`src/rtl/seg_pkg.sv`:
```
// Shared constants for the seven-segment scan driver.
// Segment patterns are logical {a,b,c,d,e,f,g}, 1 = lit.
package seg_pkg;

    localparam logic [6:0] SEG_0   = 7'b1111110;
    localparam logic [6:0] SEG_1   = 7'b0110000;
    localparam logic [6:0] SEG_2   = 7'b1101101;
    localparam logic [6:0] SEG_3   = 7'b1111001;
    localparam logic [6:0] SEG_4   = 7'b0110011;
    localparam logic [6:0] SEG_5   = 7'b1011011;
    localparam logic [6:0] SEG_6   = 7'b1011111;
    localparam logic [6:0] SEG_7   = 7'b1110000;
    localparam logic [6:0] SEG_8   = 7'b1111111;
    localparam logic [6:0] SEG_9   = 7'b1111011;
    localparam logic [6:0] SEG_A   = 7'b1110111;
    localparam logic [6:0] SEG_B   = 7'b0011111;
    localparam logic [6:0] SEG_C   = 7'b1001110;
    localparam logic [6:0] SEG_D   = 7'b0111101;
    localparam logic [6:0] SEG_E   = 7'b1001111;
    localparam logic [6:0] SEG_F   = 7'b1000111;
    localparam logic [6:0] SEG_BAR = 7'b0000001;

    // Counter width for n states, never below one bit.
    function automatic int clog2(input int n);
        int r;
        r = 0;
        for (int v = 1; v < n; v = v * 2) r++;
        return (r < 1) ? 1 : r;
    endfunction

endpackage

```
`src/rtl/seg_hex_dec.sv`:
```
// Four-bit value to logical seven-segment pattern.
// Without HEX_MODE, values 10..15 show only the middle bar.
module seg_hex_dec
    import seg_pkg::*;
#(
    parameter int HEX_MODE = 0
) (
    input  logic [3:0] val_i,
    output logic [6:0] seg_o
);

    always_comb begin
        seg_o = SEG_BAR;
        unique case (val_i)
            4'h0: seg_o = SEG_0;
            4'h1: seg_o = SEG_1;
            4'h2: seg_o = SEG_2;
            4'h3: seg_o = SEG_3;
            4'h4: seg_o = SEG_4;
            4'h5: seg_o = SEG_5;
            4'h6: seg_o = SEG_6;
            4'h7: seg_o = SEG_7;
            4'h8: seg_o = SEG_8;
            4'h9: seg_o = SEG_9;
            4'hA: seg_o = (HEX_MODE != 0) ? SEG_A : SEG_BAR;
            4'hB: seg_o = (HEX_MODE != 0) ? SEG_B : SEG_BAR;
            4'hC: seg_o = (HEX_MODE != 0) ? SEG_C : SEG_BAR;
            4'hD: seg_o = (HEX_MODE != 0) ? SEG_D : SEG_BAR;
            4'hE: seg_o = (HEX_MODE != 0) ? SEG_E : SEG_BAR;
            4'hF: seg_o = (HEX_MODE != 0) ? SEG_F : SEG_BAR;
        endcase
    end

endmodule

```
`src/rtl/seg_scan_driver.sv`:
```
// Time-multiplexed seven-segment driver with double-buffered digits
// and an anti-ghosting dead time at the start of every digit slot.
module seg_scan_driver
    import seg_pkg::*;
#(
    parameter int DIGITS       = 4,
    parameter int CLK_DIV      = 50000,
    parameter int DEAD         = 2,
    parameter int HEX_MODE     = 0,
    parameter int SEG_ACT_HIGH = 1,
    parameter int SEL_ACT_HIGH = 0
) (
    input  logic                  clk,
    input  logic                  rst_n,
    input  logic [4*DIGITS-1:0]   num,
    input  logic [DIGITS-1:0]     dp_in,
    input  logic [DIGITS-1:0]     blank,
    input  logic                  load,
    output logic [6:0]            a_g,
    output logic                  dp,
    output logic [DIGITS-1:0]     sel,
    output logic                  frame_done
);

    localparam int IDX_W = clog2(DIGITS);
    localparam int PRE_W = clog2(CLK_DIV);

    localparam logic [PRE_W-1:0] PRE_LAST = PRE_W'(CLK_DIV - 1);
    localparam logic [PRE_W-1:0] DEAD_CNT = PRE_W'(DEAD);
    localparam logic [IDX_W-1:0] IDX_LAST = IDX_W'(DIGITS - 1);

    localparam logic [6:0]        SEG_OFF = (SEG_ACT_HIGH != 0) ? 7'h00 : 7'h7F;
    localparam logic              DP_OFF  = (SEG_ACT_HIGH != 0) ? 1'b0 : 1'b1;
    localparam logic [DIGITS-1:0] SEL_OFF = (SEL_ACT_HIGH != 0) ? '0 : '1;

    logic [PRE_W-1:0]    presc_q, presc_d;
    logic [IDX_W-1:0]    idx_q, idx_d;
    logic [4*DIGITS-1:0] sh_num_q, sh_num_d, pn_num_q, pn_num_d;
    logic [DIGITS-1:0]   sh_dp_q, sh_dp_d, pn_dp_q, pn_dp_d;
    logic [DIGITS-1:0]   sh_bl_q, sh_bl_d, pn_bl_q, pn_bl_d;
    logic                pflag_q, pflag_d;
    logic [6:0]          a_g_q, a_g_d;
    logic                dp_q, dp_d;
    logic [DIGITS-1:0]   sel_q, sel_d;
    logic                fd_q;

    logic                tc, bnd, lit;
    logic [3:0]          cur_num;
    logic                cur_dp, cur_bl;
    logic [DIGITS-1:0]   cur_oh;
    logic [6:0]          dec_seg, seg_log;
    logic                dp_log;
    logic [DIGITS-1:0]   sel_log;

    assign tc  = (presc_q == PRE_LAST);
    assign bnd = tc && (idx_q == IDX_LAST);

    always_comb begin
        presc_d = tc ? '0 : presc_q + 1'b1;
        idx_d   = idx_q;
        if (tc) idx_d = (idx_q == IDX_LAST) ? '0 : idx_q + 1'b1;
    end

    // Shadow only moves at the frame boundary; a load landing on the
    // boundary bypasses pending so it is never shown a frame late.
    always_comb begin
        sh_num_d = sh_num_q;
        sh_dp_d  = sh_dp_q;
        sh_bl_d  = sh_bl_q;
        pn_num_d = pn_num_q;
        pn_dp_d  = pn_dp_q;
        pn_bl_d  = pn_bl_q;
        pflag_d  = pflag_q;
        if (bnd) begin
            if (load) begin
                sh_num_d = num;
                sh_dp_d  = dp_in;
                sh_bl_d  = blank;
            end else if (pflag_q) begin
                sh_num_d = pn_num_q;
                sh_dp_d  = pn_dp_q;
                sh_bl_d  = pn_bl_q;
            end
            pflag_d = 1'b0;
        end else if (load) begin
            pn_num_d = num;
            pn_dp_d  = dp_in;
            pn_bl_d  = blank;
            pflag_d  = 1'b1;
        end
    end

    always_comb begin
        cur_num = 4'h0;
        cur_dp  = 1'b0;
        cur_bl  = 1'b0;
        cur_oh  = '0;
        for (int i = 0; i < DIGITS; i++) begin
            if (idx_q == IDX_W'(i)) begin
                cur_num   = sh_num_q[4*i +: 4];
                cur_dp    = sh_dp_q[i];
                cur_bl    = sh_bl_q[i];
                cur_oh[i] = 1'b1;
            end
        end
    end

    seg_hex_dec #(
        .HEX_MODE (HEX_MODE)
    ) u_dec (
        .val_i (cur_num),
        .seg_o (dec_seg)
    );

    always_comb begin
        lit     = (presc_q >= DEAD_CNT) && !cur_bl;
        seg_log = lit ? dec_seg : 7'h00;
        dp_log  = lit && cur_dp;
        sel_log = lit ? cur_oh : '0;
        a_g_d   = (SEG_ACT_HIGH != 0) ? seg_log : ~seg_log;
        dp_d    = (SEG_ACT_HIGH != 0) ? dp_log : ~dp_log;
        sel_d   = (SEL_ACT_HIGH != 0) ? sel_log : ~sel_log;
    end

    always_ff @(posedge clk) begin
        if (!rst_n) begin
            presc_q  <= '0;
            idx_q    <= '0;
            sh_num_q <= '0;
            sh_dp_q  <= '0;
            sh_bl_q  <= '0;
            pn_num_q <= '0;
            pn_dp_q  <= '0;
            pn_bl_q  <= '0;
            pflag_q  <= 1'b0;
            a_g_q    <= SEG_OFF;
            dp_q     <= DP_OFF;
            sel_q    <= SEL_OFF;
            fd_q     <= 1'b0;
        end else begin
            presc_q  <= presc_d;
            idx_q    <= idx_d;
            sh_num_q <= sh_num_d;
            sh_dp_q  <= sh_dp_d;
            sh_bl_q  <= sh_bl_d;
            pn_num_q <= pn_num_d;
            pn_dp_q  <= pn_dp_d;
            pn_bl_q  <= pn_bl_d;
            pflag_q  <= pflag_d;
            a_g_q    <= a_g_d;
            dp_q     <= dp_d;
            sel_q    <= sel_d;
            fd_q     <= bnd;
        end
    end

    assign a_g        = a_g_q;
    assign dp         = dp_q;
    assign sel        = sel_q;
    assign frame_done = fd_q;

endmodule

```
`config.mk`:
```
export PLATFORM = sky130hd
export DESIGN_NAME = seg_scan_driver
export DESIGN_NICKNAME = d
export VERILOG_FILES = /design/src/rtl/seg_pkg.sv /design/src/rtl/seg_hex_dec.sv /design/src/rtl/seg_scan_driver.sv
export SDC_FILE = /design/constraint.sdc
export NUM_CORES = 1
export LEC_CHECK = 0
export BUFFER_PORTS_ARGS = -buffer_cell sky130_fd_sc_hd__buf_2
export CAP_MARGIN = 5
export CORE_MARGIN = 5
export CORE_UTILIZATION = 40
export DETAILED_ROUTE_END_ITERATION = 8
export HOLD_SLACK_MARGIN = 0.08
export PLACE_DENSITY = 0.57
export SLEW_MARGIN = 40
export SYNTH_ARGS = -nofsm -noshare
export SYNTH_HDL_FRONTEND = slang
export SYNTH_SLANG_ARGS = --single-unit
```
`constraint.sdc`:
```
create_clock -name clk -period 5.5 [get_ports clk]
set_input_delay 1.1 -clock clk [delete_from_list [all_inputs] [get_ports clk]]
set_output_delay 1.1 -clock clk [all_outputs]
set_load 0.03 [all_outputs]
```
==> results.yml, run 1 <==
sta:
  finalSetupViolCount: 0
  fin_crit_ns: 2.51
  hold_viol: 0
  slew_headroom_pct: 56.7
  fmax_mhz: 398
  fin_crit_sh_pct: 45.6
  drv_slew: 0
  fin_setup_tns_ns: 0
  grt_setup_unrepaired: "false"
  fin_skew_ns: 0.0156
  tightest_slew_ns: 0.649
synthesis:
  synthesis.area_um2: 3900
  synth.avg_cell_area_um2: 8.97
  synthTopCellsByCount: "nand2_1 (109), dfxtp_1 (80), mux2i_1 (48)"
  ys_seq_elements: 80
  synth-async-reset-ratio_pct: 0
  postSynthCellCount: 435
  synth_top_area_share_pct: 41.0
  ys.flop_type: "dfxtp_1"
  ys_seq_area_share_pct: 41.0
  netlist-cell-type-count: 49
  yosys.area.top_type: "dfxtp_1"
  synth_edf_count: 0
  yosys_warnings: 0
  yosysMostFrequentCell: "nand2_1"
  synth_nets: 474
  synth_area_leaders: "dfxtp_1 (41%), mux2i_1 (12%), nand2_1 (10%)"
finish:
  multi_input_area_um2: 2170
  antenna_cells: 0
  syn2layout_area_growth_pct: 14.1
  final_nets: 501
  n_fill_cell: 958
  drive_gt1_share_pct: 19.5
  seq_area_um2: 1600
pwr:
  power.density_nw_per_um2: 280
  peakVddDrop_v: 0.000154
  p_leak_nw: 1.83
  total_power_mw: 1.24
clock_tree:
  cts-resized-gates: 0
  cts.sinks: 80
  cts_max_path_buffers: 2
  cts_inserted_buffers: 9
  cts_tree: "done"
  cts_root_buf: "clkbuf_8"
  clkLatencyLatePin_ns: 0.36
  clk_pin_slew_ns: 0.09
  cts_setup_buffers: 0
  hold_buffers: 0
  htreeDepth: 3
setup_path:
  required_ns: 5.78
  cp_max_fo: 24
  start_kind: "register"
  slowest_delay_ns: 0.67
  path_cells: "or4_4 -> or4_1 -> nor3_4 -> buf_4 -> mux2i_1"
  path_delay_family: "simple AND/OR/NAND/NOR gates"
  cp.arrival_ns: 2.79
  worstSetupEndpointType: "register"
  path_buf_inv: 1
  slowest_stage: "or4_1"
  crit_type: "reg -> reg"
floorplan:
  design.core.area_um2: 9640
  ios: 40
  initial_core_util_pct: 40.5
  die_x_um: 109
  row_count: 36
  fp.dieH_um: 109
  dieArea_um2: 11800
global_route:
  grt_util_all_layers_pct: 14.3
  antenna_found_initial: 0
  grt_pass1_vias: 2845
  grt_max_degree: 68
  grt_pass1_wl_um: 13500
  gr-total-overflow: 0
drt:
  wl_per_cell_um: 13.3
  drtAntennaViolNets: 0
  drt-total-wl_um: 7940
  post-route-drc-count: 0
  dr_total_vias: 2988
  viasPerCell: 4.99
  first_pass_iters: 4
  initialDrtViolationCount: 177
status:
  status: "finished, final reports clean"
placed_design:
  place_congestion: 0.777
  place.port_buffers: 39
  dp_hpwl_um: 5390
min_path:
  hold_class: "reg -> reg"
run:
  maxCapViolCount: 0
==> logic make-up (layout without fill, tap and decap cells) <==
group           after synthesis  in the layout  share of synthesized area [%]
simple gates                176            176                           20.9
flops                        80             80                           41.0
mux                          72             72                           19.2
compound gates               48             48                           8.34
buf+inv                      36             67                           4.20
fa+ha+maj                    12             12                           3.85
xor+xnor                     11             11                           2.47
==> per-stage QoR <==
stage	worst slack (ns)	cell area (um2)	hold slack (ns)	std cells	utilization, %
global placement	2.46	4160	0.439	582	43.2
global route	2.84	4450	0.478	599	46.2
finish	2.99	4450	0.459	599	46.2
floorplan	3.03	3900	0.430	435	-
detailed placement	2.73	4210	0.447	584	43.7
CTS	2.98	4450	0.461	599	46.2
==> where the power goes <==
group	switching, mW	leakage [nW]	internal (mW)
logic	0.0622	1.06	0.0450
clock network	0.218	0.123	0.312
registers	0.00889	0.652	0.598
==> path summary, 6_finish.rpt <==
path	startpoint	to	slack, ns	depth (start not counted)
min	pn_bl_q[3]	pn_bl_q[3]	0.46	2
min reg2reg	pn_bl_q[3]	pn_bl_q[3]	0.46	2
max reg2reg	presc_q[12]	sh_num_q[5]	2.99	5
max	presc_q[12]	sh_num_q[5]	2.99	5
==> worst min-delay path: cells and delay by family (launching register included) <==
kind,cells,cell delay (ns)
and+or+nand+nor,1,0.05
muxes,1,0.05
DFF,1,0.32
==> cells in the final DEF, fill, tap and decap left out, types with 3 or more instances in the layout <==
cell type  instances
nand3_1           10
a211oi_1           4
mux2_2            24
nand4_1            5
a21oi_1           14
clkbuf_8          10
o21ai_0            6
nor2_1            15
inv_1              9
xor2_1             7
nand3b_1           5
bufinv_16          3
buf_2             39
dfxtp_1           80
nor2b_1            4
mux2i_1           48
nor3_1             3
or4_1              3
xnor2_1            4
ha_1              11
nor4_1             3
a211o_1            4
or3_1              3
nand2_1          109
==> registers in the layout (all words and copies together), names as in the netlist <==
signal and flops:
sel 4, dp 1, idx_q 2, pn_bl_q 4
a_g 7, frame_done 1, pflag_q 1, pn_dp_q 4
sh_dp_q 4, sh_num_q 16, pn_num_q 16, presc_q 16
sh_bl_q 4
==> metal layers <==
metal / track usage, % / routed length, um / vias to the layer above
li1: - / - / 1551
met1: 18.4 / 3800 / 1382
met2: 23.2 / 3690 / 45
met3: 4.03 / 347 / 10
met4: 4.87 / 107 / 0
met5: 0 / 0 / -
==> area by class of cell <==
type / instances / share of cell area, %
Inverter: 9 / 0.759
Timing Repair Buffer: 43 / 5.31
Tap cell: 133 / 3.74
Sequential cell: 80 / 36.0
Clock inverter: 5 / 2.33
Clock buffer: 10 / 3.09
Multi-Input combinational cell: 319 / 48.8
No activity file was read; power rests on OpenSTA's default activity.
==> inputs of run 2 (changes only) <==
--- a/config.mk
+++ b/config.mk
@@ -5,6 +5,7 @@
 export SDC_FILE = /design/constraint.sdc
 export NUM_CORES = 1
 export LEC_CHECK = 0
+export ABC_AREA = 1
 export BUFFER_PORTS_ARGS = -buffer_cell sky130_fd_sc_hd__buf_2
 export CAP_MARGIN = 5
 export CORE_MARGIN = 5
==> constraint.sdc (replaced) <==
create_clock -name clk -period 2.5 [get_ports clk]
set_input_delay 0.5 -clock clk [delete_from_list [all_inputs] [get_ports clk]]
set_output_delay 0.5 -clock clk [all_outputs]
set_load 0.03 [all_outputs]
==> run 2 against run 1 <==
Net effect: sequential cell count unchanged; combinational power increased by 110%; routed wire length increased by 12%; largest cell class unchanged; hold slack got worse by 0.027 ns; clock power increased by 74%; total power increased by 100%; register-to-register slack got worse by 2.6 ns.
==> results.yml, run 2 <==
setup_path:
  slowest_delay_ns: 0.39
  cp_max_fo: 10
  crit_type: "reg -> reg"
  slowest_stage: "dfxtp_1"
  ff2ff_setup_slack_ns: 0.36
  required_ns: 2.77
  start_kind: "register"
  r2r_end: "a_g[3]"
  cp.arrival_ns: 2.41
  path_delay_family: "adder cells"
  crit-reg2reg-launch: "idx_q[0]"
  worstSetupEndpointType: "register"
  path_cells: "inv_1 -> ha_1 -> inv_1 -> o211ai_1 -> a22oi_1 -> inv_1 -> ha_1 -> inv_1 -> nand2_1 -> nand2_1 -> nand2_1 -> a21oi_1"
  crit_top_cell: "inv_1"
  reg2reg_depth: 12
  path_buf_inv: 4
sta:
  tightest_slew_ns: 0.432
  fmax_mhz: 467
  fin_setup_tns_ns: 0
  fin_crit_ns: 2.14
  grt_setup_unrepaired: "false"
  fin_skew_ns: 0.0102
  fin_hold_ws_ns: 0.432
  slew_headroom_pct: 71.1
  hold_viol: 0
  drv_slew: 0
  finalSetupViolCount: 0
  fin_crit_sh_pct: 85.6
drt:
  post-route-drc-count: 0
  dr_total_vias: 3327
  viasPerCell: 4.75
  first_pass_iters: 4
  initialDrtViolationCount: 168
  drt-total-wl_um: 8930
  wl_per_cell_um: 12.8
  drtAntennaViolNets: 0
clock_tree:
  cts_inserted_buffers: 9
  cts_max_path_buffers: 2
  cts_root_buf: "clkbuf_8"
  cts_tree: "done"
  clk_pin_slew_ns: 0.07
  cts-resized-gates: 0
  cts.sinks: 80
  hold_buffers: 0
  clkLatencyLatePin_ns: 0.35
  htreeDepth: 3
  cts_setup_buffers: 0
synthesis:
  netlist-cell-type-count: 37
  synth_edf_count: 0
  synth.avg_cell_area_um2: 7.58
  synth_nets: 566
  ys_seq_elements: 80
  synth_top_area_share_pct: 40.1
  synth_area_leaders: "dfxtp_1 (40%), nand2_1 (10%), nor2_1 (7.1%)"
  ys_seq_area_share_pct: 40.1
  yosysMostFrequentCell: "nand2_1"
  synthTopCellsByCount: "nand2_1 (110), dfxtp_1 (80), nor2_1 (76)"
  yosys.area.top_type: "dfxtp_1"
  yosys_warnings: 0
  postSynthCellCount: 527
  ys.flop_type: "dfxtp_1"
  synthesis.area_um2: 3990
  synth-async-reset-ratio_pct: 0
placed_design:
  dp_hpwl_um: 6460
  place_congestion: 0.836
  place.port_buffers: 39
  dpl-instance-area_um2: 4290
pwr:
  p_leak_nw: 2.05
  switching_share_pct: 24.0
  power.density_nw_per_um2: 555
  p_sw_uw: 597
  seq_power_share_pct: 53.7
  peakVddDrop_v: 0.000372
  combPwrFrac_pct: 9.1
  power_frac_clock_pct: 37.2
  p_int_mw: 1.89
min_path:
  holdPathEnd: "pn_bl_q[2]"
  whs_path_depth: 3
  hold_class: "in -> reg"
  hp-start: "blank[2]"
global_route:
  antenna_found_initial: 0
  grt_util_all_layers_pct: 16.0
  grt_pass1_vias: 3268
  grt_pass1_wl_um: 15300
  grt_max_degree: 49
  gr-total-overflow: 0
finish:
  layout_commonest_cell: "nand2_1"
  syn2layout_area_growth_pct: 12.2
  finish.utilization_pct: 45.8
  multi_input_area_um2: 2050
  final_cell_mix: "nand2_1 (110), dfxtp_1 (80), nor2_1 (76)"
  drive_gt1_share_pct: 24.3
  n_fill_cell: 994
  antenna_cells: 0
  final_cell_area_um2: 4480
  largestRegisters: "pn_num_q: 16 flops, presc_q: 16 flops, sh_num_q: 16 flops"
  final_nets: 602
  seq_area_um2: 1600
floorplan:
  row_count: 36
  initial_core_util_pct: 40.8
  ios: 40
  fp.dieH_um: 110
  dieArea_um2: 12100
  die_x_um: 110
  design.core.area_um2: 9770
status:
  status: "finished, final reports clean"
run:
  maxCapViolCount: 0
-- run 2: kinds of logic after synthesis --
family	synth area share, %
buf+inv	8.49
mux	6.77
xor+xnor	0.439
simple gates	30.0
compound gates	10.4
flops	40.1
fa+ha+maj	3.76
-- run 2: metrics by stage --
step,setup WS [ns],std cells,power [mW]
6_report,0.360,700,2.48
5_1_grt,0.178,700,2.61
4_1_cts,0.355,700,2.53
3_5_place_dp,0.384,685,1.59
3_3_place_gp,0.491,685,1.59
2_1_floorplan,0.478,527,1.52
-- run 2: worst max-delay path by stage --
stage | start | end | depth (start not counted)
final | idx_q[0] | a_g[3] | 12
after detailed placement | idx_q[0] | a_g[3] | 12
after global placement | idx_q[0] | a_g[3] | 12
after CTS | idx_q[0] | a_g[3] | 12
after floorplan | idx_q[0] | a_g[3] | 13
after global routing | idx_q[0] | a_g[3] | 12
-- run 2: layer usage --
metal	vias to the layer above	track usage [%]	part of all wire, %
li1	1744	-	-
met1	1509	21.1	49
met2	56	25.1	45
met3	18	3.99	3.8
met4	0	6.06	2.3
met5	-	0	0
-- run 2: cell type report --
cell class	instances	area share [%]
tap	133	3.72
inverter	54	4.53
clock inverter	3	0.950
sequential	80	35.8
clock buffer	12	3.24
timing repair buffer	47	5.98
multi-input combinational	371	45.8
-- run 2: power by group through the flow --
stage	clock [mW]	sequential, mW	combinational, mW
floorplan	0	1.39	0.138
global placement	0	1.36	0.226
detailed placement	0	1.36	0.229
CTS	0.964	1.33	0.230
global route	1.02	1.34	0.252
finish	0.923	1.33	0.227
-- run 2: tightest hold or removal path, stage by stage --
cell	delay (ns)
buf_2	0.10
nand3_1	0.07
a21oi_1	0.06
==> inputs of run 3 (changes only) <==
--- a/config.mk
+++ b/config.mk
@@ -9,10 +9,10 @@
 export BUFFER_PORTS_ARGS = -buffer_cell sky130_fd_sc_hd__buf_2
 export CAP_MARGIN = 5
 export CORE_MARGIN = 5
-export CORE_UTILIZATION = 40
+export CORE_UTILIZATION = 45
 export DETAILED_ROUTE_END_ITERATION = 8
 export HOLD_SLACK_MARGIN = 0.08
-export PLACE_DENSITY = 0.57
+export PLACE_DENSITY = 0.63
 export SLEW_MARGIN = 40
 export SYNTH_ARGS = -nofsm -noshare
 export SYNTH_HDL_FRONTEND = slang
==> run 3 against run 2 <==
Net effect: largest cell class unchanged; setup slack gained 0.026 ns; die area shrank 10%; first-iteration DRC count shrank 13%; clock skew grew 0.0029 ns; via count grew 1.5%; clock power shrank 7.0%; total power shrank 2.7%; final area shrank 1.5%; sequential share of layout area grew 0.53 points.
==> results.yml, run 3 (synthesis gave the netlist of run 2 again) <==
sta:
  grt_setup_unrepaired: "false"
  fin_skew_ns: 0.0131
  tightest_slew_ns: 0.474
  slew_headroom_pct: 68.4
  fin_crit_ns: 2.11
  fin_hold_ws_ns: 0.428
  hold_viol: 0
  fin_crit_sh_pct: 84.6
  fin_setup_tns_ns: 0
  finalSetupViolCount: 0
  drv_slew: 0
  fmax_mhz: 473
run:
  maxCapViolCount: 0
drt:
  post-route-drc-count: 0
  drtAntennaViolNets: 0
  initialDrtViolationCount: 146
  dr_total_vias: 3376
  viasPerCell: 5.00
  first_pass_iters: 4
  wl_per_cell_um: 12.9
  drt-total-wl_um: 8680
clock_tree:
  clkLatencyLatePin_ns: 0.35
  cts_tree: "done"
  cts_root_buf: "clkbuf_8"
  cts_setup_buffers: 0
  cts_inserted_buffers: 9
  hold_buffers: 0
  cts-resized-gates: 0
  cts_max_path_buffers: 2
  cts.sinks: 80
  clk_pin_slew_ns: 0.09
  htreeDepth: 3
placed_design:
  dp_hpwl_um: 6290
  dpl-instance-area_um2: 4240
  place_congestion: 0.848
  place.port_buffers: 39
global_route:
  grt_util_all_layers_pct: 16.3
  grt_max_degree: 49
  antenna_found_initial: 0
  grt_pass1_vias: 3211
  gr-total-overflow: 0
  grt_pass1_wl_um: 14900
finish:
  antenna_cells: 0
  layout_commonest_cell: "nand2_1"
  drive_gt1_share_pct: 24.5
  final_nets: 601
  largestRegisters: "pn_num_q: 16 flops, presc_q: 16 flops, sh_num_q: 16 flops"
  syn2layout_area_growth_pct: 10.5
  final_cell_mix: "nand2_1 (110), dfxtp_1 (80), nor2_1 (76)"
  final_cell_area_um2: 4410
setup_path:
  cp_max_fo: 10
  crit_type: "reg -> reg"
  reg2reg_depth: 12
  r2r_end: "a_g[3]"
  start_kind: "register"
  crit-reg2reg-launch: "idx_q[0]"
  ff2ff_setup_slack_ns: 0.39
  crit_end: "a_g[3]"
  cp.arrival_ns: 2.39
  startpoint: "idx_q[0]"
  worstSetupEndpointType: "register"
  required_ns: 2.78
pwr:
  peakVddDrop_v: 0.000331
  p_leak_nw: 2.03
  power.density_nw_per_um2: 547
floorplan:
  fp.dieH_um: 104
  die_x_um: 104
  ios: 40
  dieArea_um2: 10900
  design.core.area_um2: 8680
  initial_core_util_pct: 46.0
  row_count: 34
min_path:
  hold_class: "in -> reg"
  whs_path_depth: 3
status:
  status: "finished, final reports clean"
==> run 3: changes by cell type in the layout (fill, tap and decap cells not counted) <==
cell and delta:
clkinv_4 +3, buf_12 -1, bufinv_16 -1, clkbuf_1 -1, clkbuf_8 -1, clkinvlp_4 +1
==> run 3: cell type report <==
class	count	area (um2)
well taps	108	135
clock buffers	10	128
fillers	896	4270
multi-input cells	371	2050
clock inverters	6	46.3
flip-flops and latches	80	1600
repair buffers	46	248
inverters	54	203
==> run 3: worst min path at each step <==
stage / startpoint / endpoint
floorplan: presc_q[0] / presc_q[0]
CTS: num[8] / pn_num_q[8]
global placement: pn_bl_q[2] / pn_bl_q[2]
finish: num[8] / pn_num_q[8]
global route: num[5] / pn_num_q[5]
detailed placement: pn_bl_q[0] / pn_bl_q[0]
==> run 3: worst max-delay path, cell delays in order, from the launching register on <==
cell,delay (ns)
dfxtp_1,0.39
inv_1,0.09
ha_1,0.32
inv_1,0.16
o211ai_1,0.11
a22oi_1,0.22
inv_1,0.11
ha_1,0.30
inv_1,0.06
nand2_1,0.06
nand2_1,0.06
nand2_1,0.05
a21oi_1,0.12
==> run 3: through the flow <==
| stage | cells | setup slack [ns] | utilization [%] | total power [mW] |
|---|---|---|---|---|
| 4_1_cts | 675 | 0.381 | 50.9 | 2.44 |
| 3_3_place_gp | 659 | 0.495 | 48.8 | 1.59 |
| 6_report | 675 | 0.386 | 50.9 | 2.42 |
| 3_5_place_dp | 659 | 0.406 | 48.8 | 1.59 |
| 5_1_grt | 675 | 0.130 | 50.9 | 2.53 |
| 2_1_floorplan | 527 | 0.478 | - | 1.52 |
==> run 3: power by group <==
part,internal [mW],total [mW],switching [mW],leakage (nW)
clock network,0.364,0.858,0.494,0.0824
logic,0.0910,0.225,0.134,1.29
registers,1.31,1.33,0.0202,0.651
==> run 3: routing by layer <==
layer | global-route usage, % | wire (um) | vias up
li1 | - | - | 1744
met1 | 21.3 | 4230 | 1560
met2 | 26.8 | 4030 | 64
met3 | 3.60 | 342 | 8
met4 | 5.27 | 78 | 0
met5 | 0 | 0 | -
